===== config.mk =====
export PLATFORM = sky130hd
export DESIGN_NAME = datapath2_flat
export DESIGN_NICKNAME = d
export VERILOG_FILES = /design/src/rtl/datapath2_pkg.sv /design/src/rtl/datapath2_if.sv /design/src/rtl/datapath2_regfile.sv /design/src/rtl/datapath2.sv /design/src/flat_wrapper.sv
export SDC_FILE = /design/constraint.sdc
export NUM_CORES = 2
export LEC_CHECK = 0
export CORE_MARGIN = 2
export CORE_UTILIZATION = 40
export DETAILED_ROUTE_END_ITERATION = 16
export SETUP_SLACK_MARGIN = 0.4
export SLEW_MARGIN = 10
export SYNTH_ARGS = -nofsm -noshare
export SYNTH_HDL_FRONTEND = slang
export SYNTH_SLANG_ARGS = --single-unit

===== constraint.sdc =====
create_clock -name i_CLK -period 41.3 [get_ports i_CLK]
set_input_delay 8.26 -clock i_CLK [delete_from_list [all_inputs] [get_ports i_CLK]]
set_output_delay 8.26 -clock i_CLK [all_outputs]
set_load 0.01 [all_outputs]

===== src/rtl/datapath2_pkg.sv =====
// Shared constants and types for the pipelined register-file add/sub datapath.
// Operand-source and operation encodings, plus the registered flag bundle.
package datapath2_pkg;

    localparam logic ALUSRC_REG = 1'b0;
    localparam logic ALUSRC_IMM = 1'b1;
    localparam logic OP_ADD     = 1'b0;
    localparam logic OP_SUB     = 1'b1;

    typedef struct packed {
        logic cout;
        logic overflow;
        logic zero;
    } flags_t;

    localparam flags_t FLAGS_CLEAR = '{cout: 1'b0, overflow: 1'b0, zero: 1'b0};

endpackage


===== src/rtl/datapath2_if.sv =====
// Issue/result bundle of datapath2: operation request with valid/ready handshake
// on the issuing side, registered result and flags on the return side.
interface datapath2_if #(
    parameter int WIDTH = 32,
    parameter int NREGS = 32,
    parameter int IMM_W = 16
);
    localparam int AW = $clog2(NREGS);

    logic             i_Valid;
    logic             o_Ready;
    logic             i_ALUSrc;
    logic             i_AddSub;
    logic             i_WE;
    logic [AW-1:0]    i_RA0;
    logic [AW-1:0]    i_RA1;
    logic [AW-1:0]    i_WA;
    logic [IMM_W-1:0] i_Im;
    logic             o_Valid;
    logic [WIDTH-1:0] o_ALUout;
    logic             o_Cout;
    logic             o_Overflow;
    logic             o_Zero;

    modport master (
        output i_Valid, i_ALUSrc, i_AddSub, i_WE, i_RA0, i_RA1, i_WA, i_Im,
        input  o_Ready, o_Valid, o_ALUout, o_Cout, o_Overflow, o_Zero
    );

    modport slave (
        input  i_Valid, i_ALUSrc, i_AddSub, i_WE, i_RA0, i_RA1, i_WA, i_Im,
        output o_Ready, o_Valid, o_ALUout, o_Cout, o_Overflow, o_Zero
    );
endinterface


===== src/rtl/datapath2_regfile.sv =====
// regfile_p: register file with one write port and two combinational read ports.
// Entry 0 is hardwired to zero; writes addressed to it are dropped.
module regfile_p #(
    parameter int WIDTH = 32,
    parameter int NREGS = 32
) (
    input  logic                       clk,
    input  logic                       rst,
    input  logic                       we,
    input  logic [$clog2(NREGS)-1:0]   waddr,
    input  logic [WIDTH-1:0]           wdata,
    input  logic [$clog2(NREGS)-1:0]   ra0,
    input  logic [$clog2(NREGS)-1:0]   ra1,
    output logic [WIDTH-1:0]           rd0,
    output logic [WIDTH-1:0]           rd1
);
    localparam int AW = $clog2(NREGS);

    logic [WIDTH-1:0] regs_q [NREGS];
    logic [WIDTH-1:0] regs_d [NREGS];

    // Next-state of every entry: the addressed nonzero entry takes the write data.
    always_comb begin
        regs_d[0] = {WIDTH{1'b0}};
        for (int i = 1; i < NREGS; i++) begin
            regs_d[i] = (we && (waddr == AW'(i))) ? wdata : regs_q[i];
        end
    end

    // Register array storage.
    always_ff @(posedge clk or posedge rst) begin
        if (rst) begin
            regs_q <= '{default: {WIDTH{1'b0}}};
        end else begin
            regs_q <= regs_d;
        end
    end

    // Read ports.
    always_comb begin
        rd0 = (ra0 == {AW{1'b0}}) ? {WIDTH{1'b0}} : regs_q[ra0];
        rd1 = (ra1 == {AW{1'b0}}) ? {WIDTH{1'b0}} : regs_q[ra1];
    end

endmodule


===== src/rtl/datapath2.sv =====
// datapath2: two-stage register-file add/sub datapath (issue -> EX -> result).
// Define DATAPATH2_FWD_EN to forward the EX result instead of stalling one cycle.
import datapath2_pkg::*;

module datapath2 #(
    parameter int WIDTH = 32,
    parameter int NREGS = 32,
    parameter int IMM_W = 16
) (
    input  logic      i_CLK,
    input  logic      i_RST,
    datapath2_if.slave bus
);
    localparam int AW = $clog2(NREGS);

    logic [WIDTH-1:0] rd0_s, rd1_s, imm_ext_s, src_a_s, reg_b_s, src_b_s;
    logic [WIDTH-1:0] addend_s, result_s;
    logic [WIDTH:0]   sum_s;
    flags_t           flags_s;
    logic             ex_wr_s, haz_a_s, haz_b_s, ready_s, issue_s;

    logic             ex_valid_q, ex_valid_d, ex_sub_q, ex_sub_d, ex_we_q, ex_we_d;
    logic [WIDTH-1:0] ex_a_q, ex_a_d, ex_b_q, ex_b_d;
    logic [AW-1:0]    ex_wa_q, ex_wa_d;
    logic             out_valid_q, out_valid_d;
    logic [WIDTH-1:0] alu_out_q, alu_out_d;
    flags_t           flags_q, flags_d;

    regfile_p #(.WIDTH(WIDTH), .NREGS(NREGS)) u_regfile (
        .clk   (i_CLK),
        .rst   (i_RST),
        .we    (ex_wr_s),
        .waddr (ex_wa_q),
        .wdata (result_s),
        .ra0   (bus.i_RA0),
        .ra1   (bus.i_RA1),
        .rd0   (rd0_s),
        .rd1   (rd1_s)
    );

    // EX-stage ALU; subtraction is A + ~B + 1 so carry-out means "no borrow".
    always_comb begin
        addend_s         = (ex_sub_q == OP_SUB) ? ~ex_b_q : ex_b_q;
        sum_s            = {1'b0, ex_a_q} + {1'b0, addend_s} + {{WIDTH{1'b0}}, ex_sub_q};
        result_s         = sum_s[WIDTH-1:0];
        flags_s.cout     = sum_s[WIDTH];
        flags_s.overflow = (ex_a_q[WIDTH-1] == addend_s[WIDTH-1]) &&
                           (result_s[WIDTH-1] != ex_a_q[WIDTH-1]);
        flags_s.zero     = (result_s == {WIDTH{1'b0}});
    end

    // Hazard detection against the in-flight write, and operand selection.
    always_comb begin
        ex_wr_s   = ex_valid_q && ex_we_q && (ex_wa_q != {AW{1'b0}});
        haz_a_s   = ex_wr_s && (bus.i_RA0 == ex_wa_q);
        haz_b_s   = ex_wr_s && (bus.i_ALUSrc == ALUSRC_REG) && (bus.i_RA1 == ex_wa_q);
        imm_ext_s = WIDTH'($signed(bus.i_Im));
`ifdef DATAPATH2_FWD_EN
        src_a_s   = haz_a_s ? result_s : rd0_s;
        reg_b_s   = haz_b_s ? result_s : rd1_s;
        ready_s   = 1'b1;
`else
        src_a_s   = rd0_s;
        reg_b_s   = rd1_s;
        ready_s   = !(bus.i_Valid && (haz_a_s || haz_b_s));
`endif
        src_b_s   = (bus.i_ALUSrc == ALUSRC_IMM) ? imm_ext_s : reg_b_s;
        issue_s   = bus.i_Valid && ready_s;
    end

    // EX register next state: capture on issue, otherwise drain to a bubble.
    always_comb begin
        ex_a_d     = ex_a_q;
        ex_b_d     = ex_b_q;
        ex_sub_d   = ex_sub_q;
        ex_wa_d    = ex_wa_q;
        ex_we_d    = ex_we_q;
        ex_valid_d = issue_s;
        if (issue_s) begin
            ex_a_d   = src_a_s;
            ex_b_d   = src_b_s;
            ex_sub_d = bus.i_AddSub;
            ex_wa_d  = bus.i_WA;
            ex_we_d  = bus.i_WE;
        end else begin
            ex_we_d  = 1'b0;
        end
    end

    // Result register next state: load on a valid EX op, hold otherwise.
    always_comb begin
        out_valid_d = ex_valid_q;
        if (ex_valid_q) begin
            alu_out_d = result_s;
            flags_d   = flags_s;
        end else begin
            alu_out_d = alu_out_q;
            flags_d   = flags_q;
        end
    end

    // Pipeline and output registers.
    always_ff @(posedge i_CLK or posedge i_RST) begin
        if (i_RST) begin
            ex_valid_q  <= 1'b0;
            ex_a_q      <= {WIDTH{1'b0}};
            ex_b_q      <= {WIDTH{1'b0}};
            ex_sub_q    <= 1'b0;
            ex_wa_q     <= {AW{1'b0}};
            ex_we_q     <= 1'b0;
            out_valid_q <= 1'b0;
            alu_out_q   <= {WIDTH{1'b0}};
            flags_q     <= FLAGS_CLEAR;
        end else begin
            ex_valid_q  <= ex_valid_d;
            ex_a_q      <= ex_a_d;
            ex_b_q      <= ex_b_d;
            ex_sub_q    <= ex_sub_d;
            ex_wa_q     <= ex_wa_d;
            ex_we_q     <= ex_we_d;
            out_valid_q <= out_valid_d;
            alu_out_q   <= alu_out_d;
            flags_q     <= flags_d;
        end
    end

    assign bus.o_Ready    = ready_s;
    assign bus.o_Valid    = out_valid_q;
    assign bus.o_ALUout   = alu_out_q;
    assign bus.o_Cout     = flags_q.cout;
    assign bus.o_Overflow = flags_q.overflow;
    assign bus.o_Zero     = flags_q.zero;

endmodule


===== src/flat_wrapper.sv =====
// flat-port wrapper written by rule: the top's interface ports become plain ports
module datapath2_flat 
#(
    parameter int WIDTH = 32,
    parameter int NREGS = 32,
    parameter int IMM_W = 16
)
  (i_CLK, i_RST, bus_i_Valid, bus_i_ALUSrc, bus_i_AddSub, bus_i_WE, bus_i_RA0, bus_i_RA1, bus_i_WA, bus_i_Im, bus_o_Ready, bus_o_Valid, bus_o_ALUout, bus_o_Cout, bus_o_Overflow, bus_o_Zero);
  datapath2_if #(.WIDTH(WIDTH), .NREGS(NREGS), .IMM_W(IMM_W)) bus_i ();
  input  logic i_CLK;
  input  logic i_RST;
  input wire logic [$bits(bus_i.i_Valid)-1:0] bus_i_Valid;
  input wire logic [$bits(bus_i.i_ALUSrc)-1:0] bus_i_ALUSrc;
  input wire logic [$bits(bus_i.i_AddSub)-1:0] bus_i_AddSub;
  input wire logic [$bits(bus_i.i_WE)-1:0] bus_i_WE;
  input wire logic [$bits(bus_i.i_RA0)-1:0] bus_i_RA0;
  input wire logic [$bits(bus_i.i_RA1)-1:0] bus_i_RA1;
  input wire logic [$bits(bus_i.i_WA)-1:0] bus_i_WA;
  input wire logic [$bits(bus_i.i_Im)-1:0] bus_i_Im;
  output wire logic [$bits(bus_i.o_Ready)-1:0] bus_o_Ready;
  output wire logic [$bits(bus_i.o_Valid)-1:0] bus_o_Valid;
  output wire logic [$bits(bus_i.o_ALUout)-1:0] bus_o_ALUout;
  output wire logic [$bits(bus_i.o_Cout)-1:0] bus_o_Cout;
  output wire logic [$bits(bus_i.o_Overflow)-1:0] bus_o_Overflow;
  output wire logic [$bits(bus_i.o_Zero)-1:0] bus_o_Zero;
  assign bus_i.i_Valid = bus_i_Valid;
  assign bus_i.i_ALUSrc = bus_i_ALUSrc;
  assign bus_i.i_AddSub = bus_i_AddSub;
  assign bus_i.i_WE = bus_i_WE;
  assign bus_i.i_RA0 = bus_i_RA0;
  assign bus_i.i_RA1 = bus_i_RA1;
  assign bus_i.i_WA = bus_i_WA;
  assign bus_i.i_Im = bus_i_Im;
  assign bus_o_Ready = bus_i.o_Ready;
  assign bus_o_Valid = bus_i.o_Valid;
  assign bus_o_ALUout = bus_i.o_ALUout;
  assign bus_o_Cout = bus_i.o_Cout;
  assign bus_o_Overflow = bus_i.o_Overflow;
  assign bus_o_Zero = bus_i.o_Zero;
  datapath2 #(.WIDTH(WIDTH), .NREGS(NREGS), .IMM_W(IMM_W)) u_core (.i_CLK(i_CLK), .i_RST(i_RST), .bus(bus_i));
endmodule

* Yosys cells after proc, flatten, opt, wreduce, memory -nomap -nowiden
Index checks and enable logic that the tools add are counted.
** Operators by class
- Equality and inequality tests :: 35
- Reduce and logical (&&, ||, !) cells :: 45
- Bitwise logic cells :: 4
- Magnitude comparators :: 2
- Add/subtract/negate cells :: 2
- Mux-type cells :: 11
** Operators by type and width (number)
- 32-bit binary-select mux with 5-bit select :: 2
- 32-bit two-way mux :: 8
- 5-bit == test, second input constant :: 16
- 5-bit by 4-bit == test with 1-bit output, second input constant :: 8
- 1-bit logical AND :: 39
- 32-bit by 32-bit adder with 33-bit output :: 1
- 33-bit by 1-bit adder with 33-bit output :: 1
- 32-bit logical NOT :: 1
- 32-bit NOT :: 1
- 5-bit by 3-bit == test with 1-bit output, second input constant :: 4
- 6-bit >= comparator, second input constant :: 2
- 5-bit NOT with 6-bit output :: 2
- 5-bit by 2-bit == test with 1-bit output, second input constant :: 2
- 5-bit == test :: 2
- 5-bit logical NOT :: 2
- 5-bit by 1-bit == test with 1-bit output, second input constant :: 1
- 5-bit nonzero test :: 1
- 1-bit == test :: 1
- 1-bit logical NOT :: 1
- 1-bit logical OR :: 1
- 1-bit two-way mux :: 1
- 1-bit inequality test :: 1
- 1-bit NOT :: 1
** Word-level totals
- Output and inout bits :: 37
- Register bits after elaboration :: 1100
- Word-level logic and storage cells :: 141
- Input bits :: 37

* Depth between registers and ports, before layout
- Depth in word-level cells :: 9
- Mapped depth :: 14
- Mapped depth without buffers :: 12

* By module
Synthesis repeated with hierarchy kept, for this count alone.
** Unflattened totals
- Cells, all modules :: 4503
- Area total of the unflattened synthesis :: 60088.9 um2
** By module, submodules not included
- regfile_p :: cells an instance 3777, sequential area each 24823.8 um2, area an instance 53490.1 um2, instances 1
- datapath2 :: cells an instance 726, sequential area each 2702.6 um2, area an instance 6598.8 um2, instances 1

* Worst setup path before layout
Ideal clock, no wire load.
- Path kind :: input to output
- Start point :: in bus_i_RA0[2]
- End point :: out bus_o_Ready
- Setup slack :: 23.873 ns
- Arrival time :: 9.167 ns
- Cell stages on the path :: 6
- Buffers on the path :: 1
- Cells stage by stage :: clkbuf_1 > xor2_1 > nor3_1 > a31oi_1 > nor3_1 > nand2_1
** On the way
- Longest elaborated chain between the ends :: 5
** RTL lines
- start, declared :: line flat_wrapper.sv:16 : input wire logic [$bits(bus_i.i_RA0)-1:0] bus_i_RA0;
- 5-bit == test :: line datapath2.sv:55 : haz_a_s = ex_wr_s && (bus.i_RA0 == ex_wa_q);
- 1-bit logical AND :: line datapath2.sv:55
- 1-bit logical OR :: line datapath2.sv:65 : ready_s = !(bus.i_Valid && (haz_a_s || haz_b_s));
- 1-bit logical AND :: line datapath2.sv:65
- 1-bit logical NOT :: line datapath2.sv:65
- end, declared :: line flat_wrapper.sv:20 : output wire logic [$bits(bus_i.o_Ready)-1:0] bus_o_Ready;
No other way between the ends.

* Worst setup path in the final report
- Start point :: in bus_i_RA1[3]
- End point :: out bus_o_Ready
** On the way
- Longest elaborated chain between the ends :: 5
** RTL lines
- start, declared :: line flat_wrapper.sv:17 : input wire logic [$bits(bus_i.i_RA1)-1:0] bus_i_RA1;
- 5-bit == test :: line datapath2.sv:56 : haz_b_s = ex_wr_s && (bus.i_ALUSrc == ALUSRC_REG) && (bus.i_RA1 == ex_wa_q);
- 1-bit logical AND :: line datapath2.sv:56
- 1-bit logical OR :: line datapath2.sv:65
- 1-bit logical AND :: line datapath2.sv:65
- 1-bit logical NOT :: line datapath2.sv:65
No other way between the ends.

==> impl_metrics.env <==
export IMPL_die_w_um=384
export IMPL_synth_area_top_cells="dfrtp_1 (48%), mux4_2 (22%), o21ai_0 (8.5%), nand2_1 (7.2%), clkbuf_1 (2.5%)"
export IMPL_drt_antenna_violating_nets=0
export IMPL_finalSetupViolCount=0
export IMPL_worstSetupStartpointType="primary input"
export IMPL_drt_iter0_markers=4490
export IMPL_finClkSkew_ns=0.0256
export IMPL_syn_avg_cell_area_um2=11.4
export IMPL_grt_pass1_wl_um=269000
export IMPL_postCtsSetupRepairBufs=0
export IMPL_gp_congestion=0.860
export IMPL_fin_tns_setup_ns=0
export IMPL_slowest_stage="buf_4"
export IMPL_post_synth_top_count_cell="nand2_1"
export IMPL_seqCellArea_mm2=0.0275
export IMPL_worst_path_most_repeated_cell="nor3_1"
export IMPL_fin_util_pct=44.6
export IMPL_cts_hold_fix_buffers=0
export IMPL_dr_pass1_iters=5
export IMPL_initial_core_util_pct=40.2
export IMPL_syn_nets=5125
export IMPL_drv_cap=0
export IMPL_drive_gt1_share_pct=21.3
export IMPL_die_area_mm2=0.147
export IMPL_leakage_nw=27.3
export IMPL_synth_seq_area_share_pct=47.7
export IMPL_worst_pin_slew_ns=1.21
export IMPL_period_minus_slack_ns=18.57
export IMPL_syn_area_mm2=0.0577
export IMPL_timing_hold_violations_final=0
export IMPL_cp_buffers_inverters=3
export IMPL_coreArea_mm2=0.143
export IMPL_fill_cells=13200
export IMPL_synth_top_cell_area_share_pct=47.7
export IMPL_pin_count=74
export IMPL_ys_seq_elements=1100
export IMPL_holdWs_ns=0.494
export IMPL_max_freq_mhz=53.8
export IMPL_cts_buffer_depth=3
export IMPL_yosys_area_top_type="dfrtp_1"
export IMPL_p_per_area_mw_per_mm2=51.6
export IMPL_num_vias=41000
export IMPL_cp_required_ns=33.04
export IMPL_slew_violations=0
export IMPL_clock_sinks=1100
export IMPL_synthCells=5053
export IMPL_crit_type="in2out"
export IMPL_path_max_fanout=34
export IMPL_cts_root_buf="clkbuf_16"
export IMPL_cts_clk_slew_worst_paths_ns=0.06
export IMPL_die_y_um=384
export IMPL_ctsResizeCount=0
export IMPL_cts_buffers=115
export IMPL_grt_usage_pct=24.4
export IMPL_drc_errors=0
export IMPL_rsz0062_at_grt="false"
export IMPL_hold_class="reg2reg"
export IMPL_vias_per_cell=6.01
export IMPL_clk_latency_ns=0.74
export IMPL_slew_headroom_pct=19.0
export IMPL_ys_async_sr_fraction_pct=100
export IMPL_antenna_found_initial=2
export IMPL_grt_pass1_vias=40000
export IMPL_synth_main_ff_cell="dfrtp_1"
export IMPL_crit_chain="buf_2 -> buf_4 -> xor2_1 -> nor3_1 -> a31oi_1 -> nor3_1 -> nand2_1 -> clkdlybuf4s50_1"
export IMPL_nNetsFinal=4896
export IMPL_place_hpwl_um=97100
export IMPL_yosysWarnings=0
export IMPL_synth_common_cells="nand2_1 (1,108), dfrtp_1 (1,100), o21ai_0 (976)"
export IMPL_avgRoutedWirePerCell_um=26.2
export IMPL_status="complete, no violations"
export IMPL_post_route_period_util_pct=45.0
export IMPL_fp_row_count=139
export IMPL_area_growth_pct=11.0
export IMPL_path_delay_family="buffers and inverters"
export IMPL_wirelength_um=179000
export IMPL_grt_remaining_overflow=0
export IMPL_ir_drop_v=0.0000408
export IMPL_synth_edf_count=0
export IMPL_critPathMaxStageDelay_ns=0.75
export IMPL_critPathCaptureType="output pin"
export IMPL_ys_types=79
export IMPL_port_buffers=73
export IMPL_h_tree_depth=3
export IMPL_multi_input_area_mm2=0.0285
export IMPL_grt_max_degree=176
export IMPL_critPathArrivalTime_ns=10.31
export IMPL_cts_tree="yes"
==> area by class of cell <==
class	count	area share (%)
Antenna cell	2	0.00782
Clock buffer	166	5.38
Clock inverter	47	1.07
Inverter	40	0.246
Multi-Input combinational cell	3418	44.5
Sequential cell	1100	43.0
Tap cell	1903	3.72
Timing Repair Buffer	149	2.12
==> layer usage <==
layer | share of wire, % | track usage, % | routed length, µm | vias to the layer above
li1 | - | - | - | 17900
met1 | 43 | 35.5 | 77600 | 21200
met2 | 45 | 36.9 | 80800 | 1590
met3 | 8.3 | 4.70 | 14900 | 309
met4 | 3.2 | 8.31 | 5650 | 2
met5 | 0.0073 | 0 | 13 | -
==> flip-flops by register name, summed over array words and instances, names as in the netlist <==
name	count
u_core.ex_wa_q	5
u_core.ex_we_q	1
u_core.bus.o_Overflow	1
u_core.ex_a_q	32
u_core.bus.o_ALUout	32
u_core.ex_sub_q	1
u_core.u_regfile.regs_q	992
u_core.ex_b_q	32
u_core.ex_valid_q	1
u_core.bus.o_Cout	1
u_core.bus.o_Valid	1
u_core.bus.o_Zero	1
==> metrics by stage <==
step	area, µm²	setup slack, ns	instances	total power (W)
6_report	64000	22.73	6825	0.00331
3_5_place_dp	59900	22.74	6609	0.00218
5_1_grt	64000	22.55	6823	0.00346
2_1_floorplan	57700	2.07	5053	0.00193
3_3_place_gp	59900	22.62	6609	0.00216
4_1_cts	64000	22.74	6822	0.00332
==> cells in the final DEF (no fill, tap or decap), drive strengths merged, types with 5 or more instances in the layout <==
cell type,n
nand2,1108
dfrtp,1100
o21ai,1051
mux4,576
clkbuf,166
buf,86
mux2,84
nor2,82
mux2i,74
a22o,66
clkdlybuf4s50,63
inv,41
xor2,40
a21oi,40
ha,34
clkinv,24
nand3,23
nor3,20
o22a,18
a221oi,18
bufinv,17
xnor2,15
nand4,14
a21o,13
and3,10
or2,10
o211ai,10
nor2b,10
o21a,9
and4,7
or3,7
a211oi,7
o21bai,6
a211o,5
nor4,5
clkinvlp,5
o31ai,5
==> cells by family (layout without fill, tap and decap cells) <==
group                      after synthesis  in the layout  synth area share (%)
other                                    0              2                     0
AOI/OAI and AO/OA                     1280           1280                  12.6
and+or+nand+nor                       1314           1314                  9.06
buffers and inverters                  535            402                  3.63
adders and majority gates               35             35                 0.772
DFF                                   1100           1100                  47.7
muxes                                  734            734                  25.4
xor gates and xnor gates                55             55                 0.848
==> worst register-to-register path, delay by kind of cell (launching register included) <==
| family | cells | cell delay, ns |
|---|---|---|
| and+or+nand+nor | 5 | 1.66 |
| buffers and inverters | 1 | 0.57 |
| DFF | 1 | 0.34 |
| AOI/OAI and AO/OA | 4 | 1.62 |
| adders and majority gates | 1 | 0.42 |
| xor gates and xnor gates | 1 | 0.23 |
==> final timing paths <==
| path | start | to | slack, ns | cells after the start |
|---|---|---|---|---|
| max in group asynchronous | i_RST | u_core.u_regfile.regs_q[437] | 29.96 | 5 |
| hold reg to reg | u_core.ex_a_q[19] | u_core.ex_a_q[19] | 0.49 | 2 |
| hold / removal | u_core.ex_a_q[19] | u_core.ex_a_q[19] | 0.49 | 2 |
| setup / recovery | bus_i_RA1[3] | bus_o_Ready | 22.73 | 8 |
| min in group asynchronous | i_RST | u_core.u_regfile.regs_q[104] | 8.11 | 2 |
| setup reg to reg | u_core.ex_sub_q | u_core.bus.o_Zero | 36.40 | 12 |
==> power breakdown <==
part / switching, W / internal, W / leakage, nW
combinational: 0.000459 / 0.000334 / 10.4
sequential: 0.000129 / 0.00125 / 14.9
clock: 0.000455 / 0.000682 / 2.04
total: 0.00104 / 0.00227 / 27.3
Note: power is estimated with default switching activity, not from simulation.
